$ cat src/rtl/button_hit_detector.sv
// Turns raw asynchronous player buttons into debounced levels and single-cycle
// hit events, reported one per cycle, lowest index first.
module button_hit_detector #(
    parameter int unsigned CLOCK_FREQ  = 50_000,
    parameter int unsigned DEBOUNCE_MS = 10,
    parameter int unsigned NUM_BUTTONS = 4
) (
    input  logic                   clk,
    input  logic                   rst,
    input  logic [NUM_BUTTONS-1:0] btn,
    input  logic                   enable,
    output logic [NUM_BUTTONS-1:0] btn_state,
    output logic                   hit_valid,
    output logic [2:0]             hit_idx,
    output logic                   multi_press
);

    localparam int unsigned D_RAW = (CLOCK_FREQ * DEBOUNCE_MS) / 1000;
    localparam int unsigned D     = (D_RAW < 1) ? 1 : D_RAW;
    localparam int unsigned CNT_W = (D < 2) ? 1 : $clog2(D + 1);
    localparam int unsigned POP_W = 4;

    logic [NUM_BUTTONS-1:0] s1;
    logic [NUM_BUTTONS-1:0] s2;
    logic [NUM_BUTTONS-1:0] stable;
    logic [NUM_BUTTONS-1:0] stable_d;
    logic [NUM_BUTTONS-1:0] new_press;
    logic [NUM_BUTTONS-1:0] pending;

    logic [NUM_BUTTONS-1:0] merged;
    logic [NUM_BUTTONS-1:0] lowest_mask;
    logic [2:0]             lowest_idx;
    logic                   found;
    logic [POP_W-1:0]       press_cnt;

    // Two-flop synchronizer on every raw button level
    always_ff @(posedge clk) begin
        if (rst) begin
            s1 <= '0;
            s2 <= '0;
        end else begin
            s1 <= btn;
            s2 <= s1;
        end
    end

    // Per-button debounce: a level must differ for D consecutive cycles
    for (genvar g = 0; g < int'(NUM_BUTTONS); g++) begin : g_debounce
        logic [CNT_W-1:0] cnt;

        always_ff @(posedge clk) begin
            if (rst) begin
                cnt       <= '0;
                stable[g] <= 1'b0;
            end else if (s2[g] == stable[g]) begin
                cnt <= '0;
            end else if (cnt == CNT_W'(D - 1)) begin
                stable[g] <= s2[g];
                cnt       <= '0;
            end else begin
                cnt <= cnt + CNT_W'(1);
            end
        end
    end

    assign btn_state = stable;

    // Merge queued and fresh presses, pick the lowest index, count fresh presses
    always_comb begin
        merged      = pending | (enable ? new_press : '0);
        lowest_mask = '0;
        lowest_idx  = '0;
        found       = 1'b0;
        press_cnt   = '0;
        for (int i = 0; i < int'(NUM_BUTTONS); i++) begin
            if (merged[i] && !found) begin
                found          = 1'b1;
                lowest_idx     = 3'(i);
                lowest_mask[i] = 1'b1;
            end
            press_cnt = press_cnt + POP_W'(new_press[i]);
        end
    end

    // Rising-edge detect on the debounced level, then the hit queue
    always_ff @(posedge clk) begin
        if (rst) begin
            stable_d    <= '0;
            new_press   <= '0;
            pending     <= '0;
            hit_valid   <= 1'b0;
            hit_idx     <= '0;
            multi_press <= 1'b0;
        end else begin
            stable_d    <= stable;
            new_press   <= stable & ~stable_d;
            multi_press <= enable && (press_cnt >= POP_W'(2));
            if (!enable) begin
                pending   <= '0;
                hit_valid <= 1'b0;
            end else if (found) begin
                hit_valid <= 1'b1;
                hit_idx   <= lowest_idx;
                pending   <= merged & ~lowest_mask;
            end else begin
                hit_valid <= 1'b0;
            end
        end
    end

endmodule

$ cat config.mk
export PLATFORM = sky130hd
export DESIGN_NAME = button_hit_detector
export DESIGN_NICKNAME = d
export VERILOG_FILES = /design/src/rtl/button_hit_detector.sv
export SDC_FILE = /design/constraint.sdc
export NUM_CORES = 1
export LEC_CHECK = 0
export ABC_AREA = 1
export BUFFER_PORTS_ARGS = -buffer_cell sky130_fd_sc_hd__buf_4
export CAP_MARGIN = 10
export CORE_ASPECT_RATIO = 1.75
export CORE_MARGIN = 2
export CORE_UTILIZATION = 50
export CTS_BUF_LIST = sky130_fd_sc_hd__clkbuf_4 sky130_fd_sc_hd__clkbuf_8 sky130_fd_sc_hd__clkbuf_16
export CTS_CLUSTER_SIZE = 20
export DETAILED_ROUTE_END_ITERATION = 8
export PLACE_DENSITY = 0.75
export SYNTH_ARGS = -nofsm -noshare
export SYNTH_HDL_FRONTEND = slang
export SYNTH_SLANG_ARGS = --single-unit
$ cat constraint.sdc
create_clock -name clk -period 2.5 [get_ports clk]
set_input_delay 0.125 -clock clk [delete_from_list [all_inputs] [get_ports clk]]
set_output_delay 0.125 -clock clk [all_outputs]
set_load 0.005 [all_outputs]
==> results.md, run 1 <==
* Switching Share at 0.199
* M1 WL at 1670 um
* Largest net degree at the start of global routing at 21
* Synth Net Count at roughly 340
* Detailed-router iteration count before antenna repair at 4
* Chip height at 98.3 um
* Synthesized area at approximately 2500 sq um
* Final worst-path cycle share at 0.492
* Area delta synth->final at 16.9%
* GR Overflow Total at 0
* Met2 routed WL at roughly 2200 um
* LEAKAGE at 1.23 nW
* Io pins at 16
* Top post-synthesis cells by area: dfxtp_1, nand2_1, nor2_1, inv_1, nand3_1
* DR WL/cell at 9.81 um
* Die footprint at 5690 sq um
* Fin. Hold Viols at 0
* WL met3 at 125 um
* Synth unique cells at 28
* Simple-gate area share of the yosys netlist at 0.298
* Outcome: completed
* Post-synthesis compound-gate area fraction at 0.0591
* Internal power at around 0.0017 W
* Width of the die at between 50 and 60 um
* # H-tree levels at 3
* Total CTS buffers at 9
* Area taken by flip-flops and latches at 1260 sq um
* Vias per std cell at 4.82
* Xor and xnor fraction of the mapped netlist area at 0.0345
* Fin nets at 364
* Placer Congestion at 0.764
* Clock share of power at 0.494
* # Post-CTS Setup Buffers at 0
* Yosys reg bits at 63
* Ratio of cells with drive above 1 in the final layout at 0.160
* Psw at 0.000417 W
* Register area share after synthesis at 0.496
* Diode count at 0
* Slew Limit Fails at 0
* Post-synth EDFFs at 0
* Clock skew at 0.00706 ns
* Post-synthesis mux area share at 0
* TritonCTS clock tree: yes
* Post-route setup TNS at 0 ns
* Total track usage at 0.166
* DRT iter0 DRCs at 33
* Via Count at 1980
* Vias in the first global route at 1927
* Final setup violation count at 0
* Ys Warns at 0
* Synth Flop Type: dfxtp_1
* Final Routed Wirelength at 4030 um
* Seq pwr share at 0.486
* Initial Util at 0.515
* Adder-cell share of the synthesized area at 0.0276
* Max IR drop VDD at 534 uV
* Cell Rows at 34
* Worst Hold Class: input port to register
* Cell taking the most area after synthesis: dfxtp_1
* Hold Buf Count CTS at 4
* Drc violations at 0
* Post-route minimum period at between 1 and 1.5 ns
* Cell count after synthesis at 326
* Post-synth top area share at 0.496
* Crit-path max FO at 9
* Highest metal used: met4
* Async set or reset register ratio after synthesis at 0
* FMAX at around 810 MHz
* Largest family of logic cells by synthesized area: simple AND/OR/NAND/NOR gates
* Worst-Skew Late Latency at 0.34 ns
* Remaining antenna violation count after routing at 0
* Clock root buffer master: clkbuf_8
* Clock transition at path regs at roughly 0.07 ns
* Clock Path Buffers at 2
* Detail Placement HPWL at 2960 um
* Clock sinks at 63
* Critical Path RT at 2.72 ns
* Area of the multi-input gates at 1070 sq um
* Arr. time, crit path at 1.45 ns
* Final Util at 0.602
* Post-CTS sizing at 0
* Initial antenna violation count at 0
* Fillers at 422
* Setup crit start kind: register
* Core ar. at 4930 sq um
* Unrepaired setup endpoints after global routing: false
* Crit Path Category: register to register
* Buffers on Ports at 14
* Syn avg cell area at 7.80 sq um
* Max cap viols at 0
* First-pass GRT wire length at approximately 7300 um
* Part of the power in combinational logic at 0.020
* Crit path capture type: register
* PwrDens at 703 nW/um^2
## logic make-up (layout without fill, tap and decap cells)
kind of cell	Yosys count	count (layout)
fa+ha+maj	5	5
xor+xnor	10	10
buf+inv	53	84
flops	63	63
simple gates	167	167
other cells	1	1
compound gates	27	27
## area by class of cell
cell class	instances	area share
clock inverters	4	0.0257
well taps	54	0.0227
clock buffers	12	0.0556
inverters	50	0.0632
multi-input cells	210	0.360
repair buffers	18	0.0488
flip-flops and latches	63	0.424
## through the flow
step	hold WS [ns]	total power, W	cells	instance area (sq um)	worst slack, ns
2_1_floorplan	0.232	0.00106	326	2540	1.38
3_3_place_gp	0.324	0.00107	391	2690	1.29
3_5_place_dp	0.331	0.00108	391	2690	1.25
4_1_cts	0.0773	0.00212	411	2970	1.25
5_1_grt	0.0885	0.00217	411	2970	1.10
6_report	0.0928	0.00209	411	2970	1.27
## sequential cells by signal, summed over array words and instances, names as in the netlist
signal          cells
btn_state           4
g_debounce.cnt     36
hit_idx             2
hit_valid           1
multi_press         1
new_press           4
pending             3
s1                  4
s2                  4
stable_d            4
## Yosys cell counts (all sizes together), types with 2 or more instances
cell type  count
a21oi         21
dfxtp         63
inv           50
o21ai          6
nand3b         2
nor3          11
nor2          61
nand2         66
or2            2
xor2           5
nand3         24
xnor2          5
ha             4
buf            3
## final timing paths
check | start | end | slack (ns) | cells after the start
worst min register to register | stable_d[0]$_SDFF_PP0_ | new_press[0]$_SDFF_PP0_ | 0.40 | 1
worst max-delay path | g_debounce[3].cnt[0]$_SDFF_PP0_ | g_debounce[3].cnt[2]$_SDFF_PP0_ | 1.27 | 6
worst min-delay path | enable | pending[1]$_SDFFE_PP0P_ | 0.09 | 3
worst max register to register | g_debounce[3].cnt[0]$_SDFF_PP0_ | g_debounce[3].cnt[2]$_SDFF_PP0_ | 1.27 | 6
## routing by layer
layer  vias up  track usage
met3         8       0.0477
met2        22        0.289
met5         -            0
li1       1058            -
met1       892        0.162
met4         0        0.113
## layout by cell type (no fill, tap or decap), drive strengths merged
cell and instances:
bufinv 2, o21ai 6, xnor2 5, dlygate4sd3 4, clkbuf 12, nor3 11, fa 1, clkinv 1
nand3 24, a21oi 21, nor2 61, nand3b 2, ha 4, inv 50, nand4 1, buf 14
conb 1, dfxtp 63, xor2 5, nand2 66, clkinvlp 1, or2 2
## worst max-delay path, cell delays in order (launching register included)
cell	delay (ns)
dfxtp_1	0.36
ha_1	0.19
nand2_1	0.07
nor3_1	0.13
nand2_1	0.12
nand2_2	0.18
a21oi_1	0.07
## power groups by stage
stage | Combinational, W | Clock (W) | Sequential [W]
after floorplan | 0.0000263 | 0 | 0.00104
after global placement | 0.0000362 | 0 | 0.00104
after detailed placement | 0.0000369 | 0 | 0.00104
after CTS | 0.0000419 | 0.00106 | 0.00102
after global routing | 0.0000472 | 0.00110 | 0.00102
final | 0.0000414 | 0.00103 | 0.00102
No activity file was read; power rests on OpenSTA's default activity.
==> run 2, diff against run 1 <==
==> constraint.sdc (replaced) <==
create_clock -name clk -period 1.25 [get_ports clk]
set_input_delay 0.0625 -clock clk [delete_from_list [all_inputs] [get_ports clk]]
set_output_delay 0.0625 -clock clk [all_outputs]
set_load 0.005 [all_outputs]
==> results.md, run 2 (same netlist as run 1, synthesis figures left out) <==
* Non-filler cells in the finished layout at 413
* Fillers at about 420
* Largest register FFs at 36
* Seq pwr share at 0.557
* DRT iter0 DRCs at 54
* Final Util at 0.606
* First-pass GRT wire length at a little over 7000 um
* Max cap viols at 0
* TritonCTS clock tree: yes
* Worst R2R Setup Slack at 0.09 ns
* Most common cell after layout, fill and taps aside: dfxtp_1
* Width of the die at 57.9 um
* Buffers on Ports at 14
* Worst Hold Class: input port to register
* Vias in the first global route at 1862
* Most frequent cells in the layout: dfxtp_1, nand2_1, nor2_1
* Initial antenna violation count at 0
* Final worst-path cycle share at 0.925
* Total CTS buffers at 9
* Worst-Skew Late Latency at 0.33 ns
* Diode count at 0
* Core ar. at 4930 sq um
* Area of the multi-input gates at about 1100 sq um
* Area delta synth->final at 17.7%
* Slowest stage cell, crit path: dfxtp_1
* Part of the power in combinational logic at 0.025
* Hold endpoint: pending[1]$_SDFFE_PP0P_
* Fin nets at 368
* Crit path capture type: register
* Clock root buffer master: clkbuf_8
* Cells on worst reg2reg path at 6
* Via Count at 2009
* Final instance area at 2990 sq um
* Crit-path leading delay family: simple AND/OR/NAND/NOR gates
* DP Area at around 2700 sq um
* Post-route minimum period at 1.16 ns
* Clock skew at roughly 0.0058 ns
* Clock Path Buffers at 2
* DR WL/cell at between 10 and 15 um
* Cell Rows at 34
* PwrDens at approximately 1200 nW/um^2
* Drc violations at 0
* Fin. Hold Viols at 0
* Internal power at just under 0.003 W
* Switching Share at 0.203
* Launch point of the worst reg-to-reg path: g_debounce[0].cnt[0]$_SDFF_PP0_
* Final setup violation count at 0
* Remaining antenna violation count after routing at 0
* Clock sinks at between 60 and 70
* Hold Crit Depth at 3
* Placer Congestion at 0.766
* # H-tree levels at 3
* Arr. time, crit path at 1.37 ns
* Crit-path max FO at 8
* Area taken by flip-flops and latches at 1260 sq um
* Largest net degree at the start of global routing at 17
* # Post-CTS Setup Buffers at 0
* Ratio of cells with drive above 1 in the final layout at 0.198
* Max IR drop VDD at 1170 uV
* Slew Limit Fails at 0
* Clock transition at path regs at 0.06 ns
* Crit Path Category: register to register
* Critical Path RT at 1.47 ns
* Io pins at 16
* Total track usage at 0.163
* Detailed-router iteration count before antenna repair at 4
* GR Overflow Total at 0
* Psw at 0.000739 W
* Detail Placement HPWL at 2960 um
* Largest Register: g_debounce.cnt
* R2r endpoint: g_debounce[0].cnt[8]$_SDFF_PP0_
* Clock share of power at 0.418
* Hold Crit Start: enable
* Largest stage delay on the critical path at 0.35 ns
* Initial Util at 0.515
* LEAKAGE at about 1.2 nW
* CP Buf/Inv Count at 1
* FMAX at 865 MHz
* Critical path, cell by cell: ha_1 > inv_1 > nor3_2 > nand3_2 > nand2_4 > a21oi_1
* Outcome: completed
* Vias per std cell at 4.86
* Final Routed Wirelength at 4230 um
* Chip height at 98.3 um
* Placed cell count at 394
* Setup crit start kind: register
* Die footprint at 5690 sq um
-- run 2: cell types whose count changed in the layout (fill, tap and decap cells not counted), sizes merged --
| cell | before | now |
|---|---|---|
| buf | 14 | 17 |
| bufinv | 2 | 0 |
| clkbuf | 12 | 13 |
| clkinvlp | 1 | 0 |
| nand2 | 66 | 67 |
-- run 2: area by class of cell --
class | count | area share
multi-input combinational | 211 | 0.379
inverter | 50 | 0.0627
tap | 54 | 0.0226
clock inverter | 1 | 0.00167
sequential | 63 | 0.423
clock buffer | 13 | 0.0556
timing repair buffer | 21 | 0.0560
-- run 2: worst min-delay path: stages --
cell	delay (ns)
buf_4	0.14
nand2_2	0.08
nor2_1	0.04
-- run 2: worst max-delay path by stage --
stage / from / end / slack (ns) / cells past startpoint
global route: g_debounce[3].cnt[1]$_SDFF_PP0_ / g_debounce[3].cnt[7]$_SDFF_PP0_ / -0.009 / 6
floorplan: g_debounce[0].cnt[0]$_SDFF_PP0_ / g_debounce[0].cnt[6]$_SDFF_PP0_ / 0.13 / 6
detailed placement: g_debounce[0].cnt[0]$_SDFF_PP0_ / g_debounce[0].cnt[8]$_SDFF_PP0_ / 0.01 / 6
CTS: g_debounce[0].cnt[0]$_SDFF_PP0_ / g_debounce[0].cnt[8]$_SDFF_PP0_ / 0.002 / 6
finish: g_debounce[0].cnt[0]$_SDFF_PP0_ / g_debounce[0].cnt[8]$_SDFF_PP0_ / 0.09 / 6
global placement: g_debounce[3].cnt[0]$_SDFF_PP0_ / g_debounce[3].cnt[5]$_SDFF_PP0_ / 0.04 / 6
-- run 2: what timing repair did --
item,in CTS,in global routing
endpoints found under the setup margin,0,37
endpoints found under the hold margin,4,0
hold buffers,4,0
resized for setup,0,16
-- run 2: through the flow --
stage / TNS (ns) / setup slack, ns / power, W / hold slack (ns)
after floorplan: 0 / 0.128 / 0.00213 / 0.169
after global placement: 0 / 0.0449 / 0.00215 / 0.262
after detailed placement: 0 / 0.0144 / 0.00215 / 0.271
after CTS: 0 / 0.00170 / 0.00369 / 0.0335
after global routing: -0.0188 / -0.00908 / 0.00382 / 0.0470
final: 0 / 0.0941 / 0.00365 / 0.0429
-- run 2: power groups by stage --
stage	clock network [W]	logic (W)	registers, W
floorplan	0	0.0000525	0.00208
global placement	0	0.0000766	0.00208
detailed placement	0	0.0000780	0.00208
CTS	0.00157	0.0000880	0.00203
global route	0.00168	0.000102	0.00203
finish	0.00153	0.0000903	0.00203
-- run 2: metal layers --
| metal | track usage | share of wire | wire length [um] | up-vias |
|---|---|---|---|---|
| li1 | - | - | - | 1061 |
| met1 | 0.158 | 0.41 | 1730 | 916 |
| met5 | 0 | 0 | 0 | - |
| met3 | 0.0543 | 0.032 | 135 | 11 |
| met4 | 0.0859 | 0.025 | 104 | 0 |
| met2 | 0.292 | 0.53 | 2260 | 21 |
